`src/rtl/uart_tx_seq.sv`:
```
// UART transmit sequencer: streams LEN buffered bytes to a UART TX core with inter-byte gap and ack timeout.
// Optional loop mode is compiled in with `define UART_SEQ_REPEAT_EN.
module uart_tx_seq #(
    parameter int unsigned DATA_W = 8,
    parameter int unsigned DEPTH  = 16,
    parameter int unsigned GAP_W  = 16,
    parameter int unsigned ACK_TO = 8,
    localparam int unsigned AW    = $clog2(DEPTH)
) (
    input  logic              clk,
    input  logic              rst,
    input  logic              wr_en,
    input  logic [AW-1:0]     wr_addr,
    input  logic [DATA_W-1:0] wr_data,
    input  logic              start,
    input  logic [AW:0]       len,
    input  logic [GAP_W-1:0]  gap,
    input  logic              repeat_en,
    input  logic              abort,
    input  logic              tx_busy,
    output logic              iTx,
    output logic [DATA_W-1:0] tx_data,
    output logic              busy,
    output logic              done,
    output logic              err,
    output logic [AW-1:0]     byte_idx
);

    // ACK_TO must be at least 2: err lands ACK_TO cycles after the iTx pulse
    localparam int unsigned    TO_W    = $clog2(ACK_TO) + 1;
    localparam logic [TO_W-1:0] TO_LAST = TO_W'(ACK_TO - 2);
    localparam logic [AW:0]     LEN_MAX = (AW+1)'(DEPTH);

    typedef enum logic [2:0] {
        IDLE,
        FETCH,
        SEND,
        WAIT_HI,
        WAIT_LO,
        GAP,
        FIN
    } state_e;

    state_e              state_q, state_d;
    logic [AW:0]         len_q, len_d;
    logic [GAP_W-1:0]    gap_q, gap_d;
    logic [GAP_W-1:0]    gap_cnt_q, gap_cnt_d;
    logic [TO_W-1:0]     to_cnt_q, to_cnt_d;
    logic [AW-1:0]       idx_q, idx_d;
    logic                abort_q, abort_d;
    logic                rep_q, rep_d;
    logic                itx_q, itx_d;
    logic [DATA_W-1:0]   tx_data_q, tx_data_d;
    logic                busy_q, busy_d;
    logic                done_q, done_d;
    logic                err_q, err_d;
    logic                advance_c;
    logic                last_c;
    logic                rep_start_c;

    logic [DATA_W-1:0]   mem_q [DEPTH];

`ifdef UART_SEQ_REPEAT_EN
    assign rep_start_c = repeat_en;
`else
    logic repeat_en_unused;
    assign repeat_en_unused = repeat_en;
    assign rep_start_c      = 1'b0;
`endif

    // Byte buffer: writable in every state, deliberately not reset
    always_ff @(posedge clk) begin
        if (wr_en) begin
            mem_q[wr_addr] <= wr_data;
        end
    end

    assign last_c = ({1'b0, idx_q} == (len_q - (AW+1)'(1)));

    always_comb begin
        state_d   = state_q;
        len_d     = len_q;
        gap_d     = gap_q;
        gap_cnt_d = gap_cnt_q;
        to_cnt_d  = to_cnt_q;
        idx_d     = idx_q;
        rep_d     = rep_q;
        tx_data_d = tx_data_q;
        err_d     = 1'b0;
        advance_c = 1'b0;

        case (state_q)
            IDLE: begin
                if (start && (len != '0) && (len <= LEN_MAX)) begin
                    len_d   = len;
                    gap_d   = gap;
                    rep_d   = rep_start_c;
                    idx_d   = '0;
                    state_d = FETCH;
                end
            end
            FETCH: begin
                // Same-cycle write to the fetched slot is forwarded
                tx_data_d = (wr_en && (wr_addr == idx_q)) ? wr_data : mem_q[idx_q];
                state_d   = SEND;
            end
            SEND: begin
                to_cnt_d = '0;
                state_d  = WAIT_HI;
            end
            WAIT_HI: begin
                if (tx_busy) begin
                    state_d = WAIT_LO;
                end else if (to_cnt_q == TO_LAST) begin
                    err_d   = 1'b1;
                    state_d = IDLE;
                end else begin
                    to_cnt_d = to_cnt_q + TO_W'(1);
                end
            end
            WAIT_LO: begin
                if (!tx_busy) begin
                    if (gap_q != '0) begin
                        gap_cnt_d = '0;
                        state_d   = GAP;
                    end else begin
                        advance_c = 1'b1;
                    end
                end
            end
            GAP: begin
                if (gap_cnt_q == (gap_q - GAP_W'(1))) begin
                    advance_c = 1'b1;
                end else begin
                    gap_cnt_d = gap_cnt_q + GAP_W'(1);
                end
            end
            FIN: begin
                state_d = IDLE;
            end
            default: begin
                state_d = IDLE;
            end
        endcase

        // Next-byte decision after a byte and its gap have completed
        if (advance_c) begin
            if (abort_q || abort) begin
                state_d = FIN;
            end else if (last_c) begin
                if (rep_q) begin
                    idx_d   = '0;
                    state_d = FETCH;
                end else begin
                    state_d = FIN;
                end
            end else begin
                idx_d   = idx_q + AW'(1);
                state_d = FETCH;
            end
        end

        abort_d = (state_d != IDLE) && (abort_q || (abort && (state_q != IDLE)));
        itx_d   = (state_d == SEND);
        busy_d  = (state_d != IDLE);
        done_d  = (state_d == FIN);
    end

    always_ff @(posedge clk or negedge rst) begin
        if (!rst) begin
            state_q   <= IDLE;
            len_q     <= '0;
            gap_q     <= '0;
            gap_cnt_q <= '0;
            to_cnt_q  <= '0;
            idx_q     <= '0;
            abort_q   <= 1'b0;
            rep_q     <= 1'b0;
            itx_q     <= 1'b0;
            tx_data_q <= '0;
            busy_q    <= 1'b0;
            done_q    <= 1'b0;
            err_q     <= 1'b0;
        end else begin
            state_q   <= state_d;
            len_q     <= len_d;
            gap_q     <= gap_d;
            gap_cnt_q <= gap_cnt_d;
            to_cnt_q  <= to_cnt_d;
            idx_q     <= idx_d;
            abort_q   <= abort_d;
            rep_q     <= rep_d;
            itx_q     <= itx_d;
            tx_data_q <= tx_data_d;
            busy_q    <= busy_d;
            done_q    <= done_d;
            err_q     <= err_d;
        end
    end

    assign iTx      = itx_q;
    assign tx_data  = tx_data_q;
    assign busy     = busy_q;
    assign done     = done_q;
    assign err      = err_q;
    assign byte_idx = idx_q;

endmodule

```
`config.mk`:
```
export PLATFORM = sky130hd
export DESIGN_NAME = uart_tx_seq
export DESIGN_NICKNAME = d
export VERILOG_FILES = /design/src/rtl/uart_tx_seq.sv
export SDC_FILE = /design/constraint.sdc
export NUM_CORES = 1
export LEC_CHECK = 0
export ABC_AREA = 0
export CORE_UTILIZATION = 55
export CTS_BUF_LIST = sky130_fd_sc_hd__clkbuf_16
export CTS_CLUSTER_DIAMETER = 60
export CTS_CLUSTER_SIZE = 14
export DETAILED_ROUTE_END_ITERATION = 10
export GPL_TIMING_DRIVEN = 1
export PLACE_DENSITY = 0.75
export SLEW_MARGIN = 20
export SYNTH_ARGS = -nofsm -noshare
export SYNTH_HDL_FRONTEND = slang
export SYNTH_SLANG_ARGS = --single-unit
export TNS_END_PERCENT = 30
```
`constraint.sdc`:
```
create_clock -name clk -period 7.7 [get_ports clk]
set_clock_uncertainty 0.2 [all_clocks]
set_input_delay 2.31 -clock clk [delete_from_list [all_inputs] [get_ports clk]]
set_output_delay 2.31 -clock clk [all_outputs]
set_load 0.05 [all_outputs]
```
# Word-level counts from Yosys, hierarchy flattened

Memories as Yosys holds them, arrays and structs flattened. A register that Yosys moved wholly into a read port is not among the register bits.
Cells that the tools add are included.

Bits in read-only memories: 0
Output and inout port bits: 16
Bits in latches: 0
Word-level logic and storage cells: 80
Bits in registers: 53
Memories kept: 1
Memory bits (writable): 128

Memories:

| memory | depth | bits a word | rd ports | clocked after Yosys merged registers in | write ports | RTL line | source |
|---|---|---|---|---|---|---|---|
| mem_q  | 16    | 8           | 1        | 1                                       | 1           | 61       | `logic [DATA_W-1:0] mem_q [DEPTH];` |

Bitwise logic cells: 0
Div/mod/pow operators: 0
Shifts and indexed selects: 0
$lt $le $gt $ge: 1
Reduce and logical (&&, ||, !) cells: 17
Add/subtract/negate cells: 5
Equality and inequality tests: 15
Multiplexer cells: 30
Multipliers: 0

Operators by type and width:

| operator                                                               | number |
|---|---|
| 16-bit two-way mux                                                     | 3 |
| 16-bit case mux with 2 select lines                                    | 1 |
| 4-bit two-way mux                                                      | 7 |
| 3-bit two-way mux                                                      | 8 |
| 3-bit case mux with 6 select lines                                     | 1 |
| 16-bit by 1-bit adder with 16-bit output (second input constant)       | 1 |
| 16-bit equality test                                                   | 1 |
| 16-bit nonzero test                                                    | 1 |
| 16-bit by 1-bit subtractor with 16-bit output (second input constant)  | 1 |
| 2-bit inequality test (second input constant)                          | 5 |
| 3-bit by 2-bit equality test with 1-bit output (second input constant) | 3 |
| 3-bit equality test (second input constant)                            | 3 |
| 4-bit by 1-bit adder with 4-bit output (second input constant)         | 2 |
| 1-bit two-way mux                                                      | 8 |
| 4-bit case mux with 2 select lines                                     | 1 |
| 3-bit nonzero test                                                     | 2 |
| 4-bit by 5-bit equality test with 1-bit output                         | 1 |
| 5-bit less-or-equal comparator (second input constant)                 | 1 |
| 5-bit nonzero test                                                     | 1 |
| 5-bit by 1-bit subtractor with 5-bit output (second input constant)    | 1 |
| 4-bit by 3-bit equality test with 1-bit output (second input constant) | 1 |
| 1-bit logical AND                                                      | 4 |
| 4-bit AND reduction                                                    | 1 |
| 2-bit nonzero test                                                     | 2 |
| 7 further kinds                                                        | 8 |

# Longest topological paths before layout

Depth after elaboration: 8
Gate-level depth with buffers: 12
Depth with buffers taken out: 10

# Worst setup path before layout

No wires, ideal clock.

Path type: input-to-reg
Start point: in wr_addr[0]
End point: reg tx_data_q[0], in the netlist tx_data[0] (read register of mem_q)
Slack: 3608 ps
Data arrival time: 3755 ps
Stages on the path: 6
Path buffers: 1
Setup time: 137 ps
Required time: 7363 ps
Cell sequence: clkbuf_1 xnor2_1 nand2_1 nor4_2 mux2i_1 a21oi_1

RTL lines:

| what               | RTL line | source |
|---|---|---|
| start: declaration | 13       | `input logic [AW-1:0] wr_addr,` |
| end: declaration   | 53       | `logic [DATA_W-1:0] tx_data_q, tx_data_d;` |

# Worst setup path in the final report

Start point: reg idx_q[3], in the netlist byte_idx[3]
End point: out byte_idx[3]

RTL lines:

| what                     | RTL line | source |
|---|---|---|
| start: declaration       | 49       | `logic [AW-1:0] idx_q, idx_d;` |
| start signal: assignment | 190      | `idx_q <= idx_d;` |
| end: declaration         | 26       | `output logic [AW-1:0] byte_idx` |

No word-level cell between the ends.

==> results.cfg <==
[global_routing]
grt_max_degree = 62
use_met3_pct = 5.19
antenna_found_initial = 0
grt_busiest_layer = met2
grt_pass1_vias = 5495
grt_pass1_wl_um = 29000
use_met2_pct = 41.6
grt_use_met1_pct = 30.5
gr-total-overflow = 0
grt_use_total_pct = 24.3

[floorplan]
fp.dieH_um = 127
rows = 45
core_sq_mm = 0.0153
die_w_um = 127
dieArea_sq_mm = 0.0163
io_pins = 56
start_util_pct = 56.8

[setup_path]
r2r_cells = 9
critical_path.max_stage_delay_ps = 960
endpoint_kind = output pin
crit_start = byte_idx[3]
critPathMaxFanout = 15
rrSetupSlack_ps = 4120
critPathLaunchType = register
reg2reg_to = gap_cnt_q[15]
crit_family = buffers and inverters
r2r-start = gap_q[5]
path_cells = clkdlybuf4s50_1
crit_cells = 1
required_ps = 5190
worstPathArrival_ps = 2220
crit_type = register to output pin
endpoint = byte_idx[3]
slowest_stage = clkdlybuf4s50_1
crit_buf_inv = 1

[clocking]
cts_tree = done
numCtsBuffers = 17
cts_hold_buf = 0
cts_resized = 0
clock-sinks = 189
cts_buffer_depth = 2
h-tree-depth = 4
ctsRootBufferMaster = clkbuf_16
post_cts_buffers = 0
clk_pin_slew_ps = 70
clock_latency_ps = 430

[outcome]
status = completed

[timing]
setup_slack_ps = 2970
setup-tns-final_ps = 0
hold_slack_ps = 330
fin_crit_ps = 4730
tightest_slew_ps = 991
finalCritPeriodShare_pct = 61.4
slew_headroom_pct = 33.7
slew_violations = 0
fmax_mhz = 211
finalHoldViolations = 0
setup_viol = 0
rsz0062_at_grt = no

[power]
ir_drop_uv = 185
p_leak_uw = 0.00347
powerDensity_mw_per_mm2 = 296

[yosys]
synth_area_per_cell_sq_um = 14.5
yosysUniqueCellTypes = 63
ys_ff_latch = 189
synth_fp_nets = 646
ys_async_sr_fraction_pct = 32.3
synth-edff-count = 128
synth_top_flop_cell = edfxtp_1
yosysSeqAreaShare_pct = 62.0
netlist_instances = 599
synth_area_sq_mm = 0.00866
yosysWarningCount = 0

[cells_and_area]
design_area_sq_mm = 0.0100
drive_gt1_share_pct = 17.1
n_antenna_cell = 0
final_common_cell = edfxtp_1
layout_common_cells = edfxtp_1, dfrtp_1, clkdlybuf4s50_1
synthToLayoutAreaGrowth_pct = 15.5
stdcell_count = 876
nNetsFinal = 699

[route]
vias = 5328
routed_wirelength_um = 18200
drtIter0Drc = 403
wire_per_inst_um = 20.8
routed_via_density = 6.08
first_pass_iters = 5
drc = 0
ant_nets = 0

[placement]
place_area_sq_mm = 0.00941
dp_cells = 844
io_buffers = 54
dp_slack_ps = 2880
gp_congestion = 0.885
dp.final_hpwl_um = 12000

[min_path]
hold_path.class = register to register

[job]
maxCapViolations = 0
layout make-up:
class                   count  area, sq um
clock buffers              17          425
fillers                  1104         5250
multi-input cells         364         3100
inverters                  14         52.6
repair buffers             66          626
clock inverters            15          169
well taps                 211          264
flip-flops and latches    189         5370
flip-flops by register name, summed over array words and instances, names as in the netlist, 3 cells and up:
signal,flops
mem_q,128
gap_cnt_q,16
gap_q,16
tx_data,8
len_q,5
byte_idx,4
to_cnt_q,4
state_q,3
cell usage after synthesis, types with 4 or more instances:
| library cell | count | share of area (%) |
|---|---|---|
| xor2_1 | 11 | 1.1 |
| nand2b_1 | 9 | 0.65 |
| buf_2 | 4 | 0.23 |
| or3_1 | 12 | 0.87 |
| nor2_1 | 45 | 2.0 |
| nor4_1 | 13 | 0.94 |
| nand3_1 | 17 | 0.98 |
| nor3_1 | 14 | 0.81 |
| a21oi_1 | 24 | 1.4 |
| nand2_1 | 26 | 1.1 |
| mux2i_1 | 12 | 1.4 |
| nor2b_1 | 9 | 0.65 |
| o21ai_0 | 12 | 0.69 |
| inv_1 | 14 | 0.61 |
| dfrtp_1 | 61 | 18 |
| mux4_2 | 40 | 10 |
| a31oi_1 | 4 | 0.29 |
| nand4_1 | 6 | 0.43 |
| a22o_1 | 4 | 0.40 |
| nand3b_1 | 5 | 0.43 |
| ha_1 | 7 | 1.0 |
| edfxtp_1 | 128 | 44 |
| xnor2_1 | 19 | 1.9 |
| clkbuf_1 | 23 | 1.0 |
| and3_1 | 7 | 0.51 |
| mux2_2 | 21 | 2.7 |
report_power, final:
group	total [uW]	internal [uW]	leakage [uW]	switching, uW
combinational	693	312	0.00124	381
clock	894	511	0.000307	382
sequential	1380	1210	0.00192	167
total	2970	2040	0.00347	929
per-layer routing:
layer | routed length (um) | share of wire, %
met3 | 1040 | 5.7
met1 | 7410 | 41
met4 | 353 | 1.9
met5 | 0 | 0
met2 | 9440 | 52
through the flow:
| step | power (uW) | utilization [%] |
|---|---|---|
| 5_1_grt | 3100 | 65.6 |
| 6_report | 2970 | 65.6 |
| 2_1_floorplan | 1880 | - |
| 3_5_place_dp | 2090 | 61.7 |
| 3_3_place_gp | 2050 | 61.7 |
| 4_1_cts | 2970 | 65.6 |
how the worst min path moves through the flow:
| stage | from | endpoint | slack [ps] | cells past startpoint |
|---|---|---|---|---|
| 2_1_floorplan | len_q[4] | len_q[4] | 280 | 1 |
| 5_1_grt | len_q[4] | len_q[4] | 360 | 1 |
| 4_1_cts | tx_data[6] | tx_data[6] | 340 | 2 |
| 3_3_place_gp | len_q[4] | len_q[4] | 290 | 1 |
| 6_report | tx_data[6] | tx_data[6] | 330 | 2 |
| 3_5_place_dp | len_q[4] | len_q[4] | 320 | 1 |
cells by family after synthesis:
logic type | Yosys count | share of synthesized area (%)
flops | 189 | 62.0
simple gates | 187 | 12.0
mux | 73 | 14.5
compound gates | 67 | 5.13
buf+inv | 46 | 2.31
xor+xnor | 30 | 3.03
fa+ha+maj | 7 | 1.01
No activity file was read; power rests on OpenSTA's default activity.
